===== src/rtl/serial_byte_rx.sv =====
// Serial-to-byte receiver: assembles WIDTH-bit frames MSB- or LSB-first from a
// qualified bit stream and holds each frame in a one-entry valid/ready buffer.
module serial_byte_rx #(
    parameter int  WIDTH = 8,
    localparam int CW    = (WIDTH > 1) ? $clog2(WIDTH) : 1
) (
    input  logic             clk,
    input  logic             reset,
    input  logic             sin,
    input  logic             sin_valid,
    input  logic             msb_first,
    input  logic             clear,
    output logic [WIDTH-1:0] q,
    output logic             q_valid,
    input  logic             q_ready,
    output logic             overrun,
    output logic [CW-1:0]    bit_cnt
);

    typedef enum logic [0:0] {
        IDLE  = 1'b0,
        SHIFT = 1'b1
    } state_t;

    state_t           state_r;
    logic [WIDTH-1:0] sh_r;
    logic             order_r;

    logic [WIDTH-1:0] first_sh_s;
    logic [WIDTH-1:0] next_sh_s;
    logic             last_bit_s;
    logic             consume_s;

    // Candidate shift-register values for a frame start and for a continuing frame.
    always_comb begin
        first_sh_s = '0;
        next_sh_s  = '0;
        if (msb_first) begin
            first_sh_s = {sh_r[WIDTH-2:0], sin};
        end else begin
            first_sh_s = {sin, sh_r[WIDTH-1:1]};
        end
        if (order_r) begin
            next_sh_s = {sh_r[WIDTH-2:0], sin};
        end else begin
            next_sh_s = {sin, sh_r[WIDTH-1:1]};
        end
        last_bit_s = (bit_cnt == CW'(WIDTH - 1));
        consume_s  = q_valid & q_ready;
    end

    // Frame FSM, holding buffer and sticky overrun flag.
    always_ff @(posedge clk or negedge reset) begin
        if (!reset) begin
            state_r <= IDLE;
            sh_r    <= '0;
            order_r <= 1'b1;
            bit_cnt <= '0;
            q       <= '0;
            q_valid <= 1'b0;
            overrun <= 1'b0;
        end else if (clear) begin
            state_r <= IDLE;
            sh_r    <= '0;
            bit_cnt <= '0;
            q_valid <= 1'b0;
            overrun <= 1'b0;
        end else begin
            if (consume_s) begin
                q_valid <= 1'b0;
            end
            if (sin_valid) begin
                case (state_r)
                    IDLE: begin
                        order_r <= msb_first;
                        sh_r    <= first_sh_s;
                        bit_cnt <= CW'(1);
                        state_r <= SHIFT;
                    end
                    SHIFT: begin
                        if (last_bit_s) begin
                            // Frame done: the register is cleared so no bits leak into the next frame.
                            sh_r    <= '0;
                            bit_cnt <= '0;
                            state_r <= IDLE;
                            if (!q_valid || q_ready) begin
                                q       <= next_sh_s;
                                q_valid <= 1'b1;
                            end else begin
                                overrun <= 1'b1;
                            end
                        end else begin
                            sh_r    <= next_sh_s;
                            bit_cnt <= bit_cnt + CW'(1);
                        end
                    end
                    default: begin
                        state_r <= IDLE;
                        sh_r    <= '0;
                        bit_cnt <= '0;
                    end
                endcase
            end
        end
    end

endmodule


===== config.mk =====
export PLATFORM = sky130hd
export DESIGN_NAME = serial_byte_rx
export DESIGN_NICKNAME = d
export VERILOG_FILES = /design/src/rtl/serial_byte_rx.sv
export SDC_FILE = /design/constraint.sdc
export NUM_CORES = 1
export LEC_CHECK = 0
export ABC_AREA = 1
export CAP_MARGIN = 40
export CORE_ASPECT_RATIO = 1.2
export CORE_MARGIN = 2
export CORE_UTILIZATION = 52
export CTS_CLUSTER_DIAMETER = 80
export DETAILED_ROUTE_END_ITERATION = 10
export GPL_ROUTABILITY_DRIVEN = 0
export PLACE_DENSITY = 0.78
export SKIP_LAST_GASP = 1
export SYNTH_ARGS = -nofsm -noshare
export SYNTH_HDL_FRONTEND = slang
export SYNTH_SLANG_ARGS = --single-unit

===== constraint.sdc =====
create_clock -name clk -period 1.4 [get_ports clk]
set_clock_uncertainty 0.05 [all_clocks]
set_input_delay 0.28 -clock clk [delete_from_list [all_inputs] [get_ports clk]]
set_output_delay 0.28 -clock clk [all_outputs]
set_load 0.02 [all_outputs]

==> metrics.cfg, run 1 <==
[status]
outcome = complete, but fails checks
violations = negative setup slack

[critical_path]
arrival_ps = 1080
crit_path_start_kind = register
slowest_delay_ps = 430
worst_ep_required_time_ps = 1070
crit_start = bit_cnt[2]
cpMaxStageDelayCell = dfrtp_1
cp_top_family = flip-flops
critPathCaptureType = output pin
cp.depth = 1
r2r_start = bit_cnt[0]
r2r_cells = 7
critical_path.max_fanout = 4
crit_type = reg2out
cp_num_buf_inv = 1
path_cells = dlygate4sd2_1

[routing]
antenna_left = 0
via_per_inst = 5.096
vias = 1162
drt_pass1_iterations = 5
wire_per_inst_um = 11.55
drt_wl_total_um = 2634
drt_iter0_drc = 39
route.detailed.drc = 0

[clock_network]
cts.sinks = 23
cts_hold_buffers = 0
clock_path_buffers = 2
root_buffer = clkbuf_4
worst_skew_pair.late_latency_ps = 310
h-tree-depth = 1
clk_pin_slew_ps = 120
cts_tree = built
cts_inserted_buffers = 3

[synth]
synth_warnings = 0
synthDistinctLibCells = 19
ys_seq_area_share_pct = 45.42
avgSynthCellArea_um2 = 7.384
syn-num-nets = 182
syn_inst = 172
synth_area_um2 = 1270
synth_seq_cells = 23

[place]
place_hpwl_um = 1954
dp_slack_ps = -305.5
place.port_buffers = 19

[worst_hold_path]
min_path_type = in2async

[pwr]
ir_drop_mv = 0.4714
total_leakage_power_nw = 0.8807
p_per_area_nw_per_um2 = 767.7

[floorplan]
die_w_um = 49.12
die-area_um2 = 2855
core_um2 = 2306
row_count = 19
num_io_pins = 20
die_h_um = 58.14
start_util_pct = 55.07

[sta]
rsz0062_at_grt = yes
maxSlewViolCount = 0
timing.slew.headroom_pct = 67.54
timing.hold.ws_ps = 250.9
post-route-min-period_ps = 1412
fmax_mhz = 708.4
setup_ws_ps = -11.70
worst_pin_slew_ps = 486.4
hold_viol = 0
timing.final.crit_share_pct = 100.8
setup_viol = 1

[grt]
grt_first_pass_wirelength_um = 4257
groute.usage.overall_pct = 19.77
gr-total-overflow = 0
grt_pass1_vias = 993
grt_max_degree = 24
antenna_found_initial = 0

[cells_and_area]
diodes = 0
synthToLayoutAreaGrowth_pct = 21.38
nets = 208
mostFrequentLayoutCell = nand2_1
final_layout_size_suffix_gt1_share_pct = 15.23
final_cell_mix = nand2_1 (92), nand3_1 (25), dfrtp_1 (20)

[job]
drv_cap = 0

==> registers in the layout (all words and copies together) (netlist names) <==
register / count
state_r: 1
q_valid: 1
bit_cnt: 3
overrun: 1
q: 8
order_r: 1
sh_r: 8
==> report_power, final <==
group / total (W) / switching [W] / internal, W
Clock: 0.000308 / 0.000197 / 0.000112
Combinational: 0.000156 / 0.000100 / 0.0000560
Sequential: 0.000719 / 0.0000312 / 0.000688
Total: 0.00118 / 0.000328 / 0.000855
==> worst register-to-register path: cells and delay by family (launching register included) <==
| kind | cells | cell delay [ps] |
|---|---|---|
| flip-flops | 1 | 440 |
| AND/OR/NAND/NOR | 4 | 290 |
| buffers and inverters | 1 | 130 |
| adder cells (fa/ha/maj) | 2 | 370 |
==> final timing paths <==
path	slack, ps	endpoint
min in group clk	430	q[1]
hold reg to reg	430	q[1]
setup / recovery	-10	bit_cnt[2]
setup reg to reg	20	q[5]
hold / removal	250	q[0]
max in group asynchronous	770	order_r
==> cells in the mapped netlist (all sizes together) <==
master | count | share of area, %
nand2 | 95 | 30
nand3 | 25 | 9.9
dfrtp | 22 | 43
inv | 9 | 2.7
nor2 | 9 | 5.3
buf | 4 | 2.3
ha | 3 | 3.0
o21ai | 2 | 0.79
a21oi | 1 | 0.39
dfstp | 1 | 2.1
o22ai | 1 | 0.49
==> repair_timing <==
action	CTS	global route
setup buffers	0	1
endpoints found under the setup margin	22	27
pin swaps	1	0
gates cloned	0	1
resized for setup	17	7
==> final cells by class <==
cell class	instances	area, um2
multi-input combinational	137	656.9
clock buffer	4	26.28
timing repair buffer	24	206.4
sequential	23	579.3
fill	213	764.5
inverter	9	33.78
tap	31	38.79
==> cells by family after synthesis <==
| group | share of synthesized area (%) |
|---|---|
| buffers and inverters | 4.926 |
| adder cells (fa/ha/maj) | 2.956 |
| AO/OA/AOI/OAI | 1.674 |
| flip-flops | 45.42 |
| AND/OR/NAND/NOR | 45.02 |
==> layer usage <==
metal / wire length (um) / track usage, % / up-vias / share of wire, %
met5: 0 / 0 / - / 0
met4: 78 / 12.65 / 0 / 3.0
met3: 161 / 1.546 / 10 / 6.1
met2: 1295 / 31.85 / 46 / 49
met1: 1099 / 25.89 / 516 / 42
li1: - / - / 590 / -
==> through the flow <==
step | area [um2] | instances | total power, W | setup TNS, ps | utilization (%)
after floorplan | 1272 | 172 | 0.0008206 | 0 | -
after global placement | 1503 | 222 | 0.0008839 | -3570 | 65.17
after detailed placement | 1503 | 222 | 0.0008883 | -4370 | 65.17
after CTS | 1523 | 226 | 0.001186 | -15.31 | 66.03
after global routing | 1541 | 228 | 0.001237 | -673.8 | 66.85
final | 1541 | 228 | 0.001183 | -11.70 | 66.85
Power figures use the tool's default switching activity.
==> run 2: changes to the inputs <==
Settings changed: REMOVE_ABC_BUFFERS from default to 1, TNS_END_PERCENT from default to 50.
==> metrics.cfg, run 2 (same netlist as run 1, synthesis figures left out) <==
[status]
outcome = complete, but fails checks
violations = negative setup slack

[sta]
setup_tns_ps = -37.31  ; -25.61 ps
post-route-min-period_ps = 1427  ; +15.79 ps
timing.final.crit_share_pct = 102.0  ; +1.1 points
rsz0062_at_grt = yes
hold_viol = 0  ; unchanged
timing.slew.headroom_pct = 67.71  ; +0.17 points
setup_ws_ps = -27.49  ; -15.79 ps
worst_pin_slew_ps = 483.8  ; -2.562 ps
maxSlewViolCount = 0  ; unchanged
fmax_mhz = 700.5  ; -1.1%
setup_viol = 3  ; +2

[routing]
wire_per_inst_um = 11.99  ; +3.8%
drt_iter0_drc = 35  ; -10%
route.detailed.drc = 0  ; unchanged
via_per_inst = 5.035  ; -1.2%
drt_wl_total_um = 2745  ; +4.2%
antenna_left = 0  ; unchanged
vias = 1153  ; -0.77%
drt_pass1_iterations = 4  ; -1

[cells_and_area]
fillCellCount = 212  ; -0.47%
mostFrequentLayoutCell = nand2_1
synthToLayoutAreaGrowth_pct = 23.45
final_cell_mix = nand2_1 (92), nand3_1 (24), dfrtp_1 (22)
nets = 209  ; +0.48%
largestRegisters = q x8, sh_r x8, bit_cnt x3
final_layout_size_suffix_gt1_share_pct = 15.15  ; -0.077 points
diodes = 0  ; unchanged
final_core_util_pct = 67.99  ; +1.1 points
stdcell_area_um2 = 1568  ; +1.7%
layoutNonFillerInstCount = 229  ; +0.44%

[critical_path]
cp.depth = 1  ; unchanged
critPathCaptureType = output pin
r2r_start = bit_cnt[1]
r2r_slack_ps = -10  ; -30 ps
cp_num_buf_inv = 1  ; unchanged
critical_path.max_fanout = 4  ; unchanged
worst_ep_required_time_ps = 1070  ; about the same
reg2reg_to = q[1]
crit_path_start_kind = register
cpMaxStageDelayCell = dfrtp_1
path_cells = dlygate4sd2_1
arrival_ps = 1100  ; +20 ps
cp_top_family = flip-flops
crit_type = reg2out
r2r_cells = 7  ; unchanged
endpoint = bit_cnt[2]
slowest_delay_ps = 430  ; about the same
crit_start = bit_cnt[2]

[pwr]
ir_drop_mv = 0.5369  ; +14%
total_leakage_power_nw = 0.9148  ; +3.9%
p_per_area_nw_per_um2 = 761.2  ; -0.84%

[grt]
grt_pass1_vias = 1063  ; +7.0%
antenna_found_initial = 0  ; unchanged
grt_first_pass_wirelength_um = 4740  ; +11%
groute.usage.overall_pct = 21.42  ; +1.7 points
gr-total-overflow = 0  ; unchanged
grt_max_degree = 24  ; unchanged

[floorplan]
start_util_pct = 55.07  ; unchanged
num_io_pins = 20  ; unchanged
die_w_um = 49.12  ; unchanged
die-area_um2 = 2855  ; unchanged
core_um2 = 2306  ; unchanged
row_count = 19  ; unchanged
die_h_um = 58.14  ; unchanged

[clock_network]
clock_path_buffers = 2  ; unchanged
cts_tree = built
cts_inserted_buffers = 3  ; unchanged
worst_skew_pair.late_latency_ps = 310  ; about the same
h-tree-depth = 1  ; unchanged
clk_pin_slew_ps = 130  ; about the same
cts.sinks = 23  ; unchanged
root_buffer = clkbuf_4

[place]
place_area_um2 = 1508  ; +0.33%
dp_slack_ps = -286.2  ; +19.26 ps
dp.cells = 223  ; +0.45%
place_hpwl_um = 2026  ; +3.7%
place.port_buffers = 19  ; unchanged

[worst_hold_path]
min_path_type = in2async

[job]
drv_cap = 0  ; unchanged

==> run 2: cell types whose count changed in the layout (fill, tap and decap cells not counted), moves of 2 or more <==
cell	delta
dfrtp_1	+2
dfrtp_2	-2
dlygate4sd2_1	+2
clkbuf_2	-2
==> run 2: layer usage <==
layer / share of wire (%) / global-route usage [%] / vias up
met5: 0 / 0 / -
met2: 51 / 35.71 / 30
met3: 4.7 / 3.093 / 5
met1: 42 / 27.64 / 526
li1: - / - / 592
met4: 1.7 / 9.796 / 0
==> run 2: stage by stage <==
stage,hold WS (ps),total power (W)
2_1_floorplan,-65.59,0.0008061
3_3_place_gp,403.4,0.0008875
3_5_place_dp,408.5,0.0008930
4_1_cts,260.7,0.001192
5_1_grt,261.9,0.001267
6_report,248.4,0.001193
==> run 2: area by class of cell <==
class / count / area [um2] / area share, %
sequential: 23 / 576.8 / 36.79
timing repair buffer: 25 / 224.0 / 14.29
tap: 31 / 38.79 / 2.474
inverter: 9 / 33.78 / 2.155
multi-input combinational: 137 / 666.9 / 42.54
clock buffer: 3 / 22.52 / 1.437
clock inverter: 1 / 5.005 / 0.3192
==> run 2: timing repair <==
item	4_1_cts	5_1_grt
pin swaps	0	3
endpoints found under the setup margin	25	32
hold buffers	0	0
gates resized for setup	13	9
gates cloned	0	1
setup buffers	0	1
==> run 2: where the power goes <==
group	total, W	switching (W)	internal (W)
Sequential	0.000718	0.0000306	0.000687
Combinational	0.000167	0.000106	0.0000609
Clock	0.000309	0.000202	0.000107
Total	0.00119	0.000338	0.000855
==> run 2: worst min-delay path by stage <==
stage	end	slack (ps)	depth (start not counted)
2_1_floorplan	bit_cnt[0]	-70	0
3_3_place_gp	q[1]	400	2
3_5_place_dp	q[6]	410	2
4_1_cts	q[3]	260	2
5_1_grt	q[3]	260	2
6_report	q[6]	250	2
==> run 2: worst register-to-register path, cell delays in order, from the launching register on <==
cell     delay (ps)
dfrtp_1         400
ha_2            200
ha_2            190
nand2_4         100
nor2_8          150
nand2_4          90
nand2_1          70
nand2_1          50
==> run 3: changes to the inputs <==
Settings changed: CTS_CLUSTER_DIAMETER 80 to default.
==> results of run 3 <==
Same layout as run 2: the final DEF is identical, and so are final timing and power.
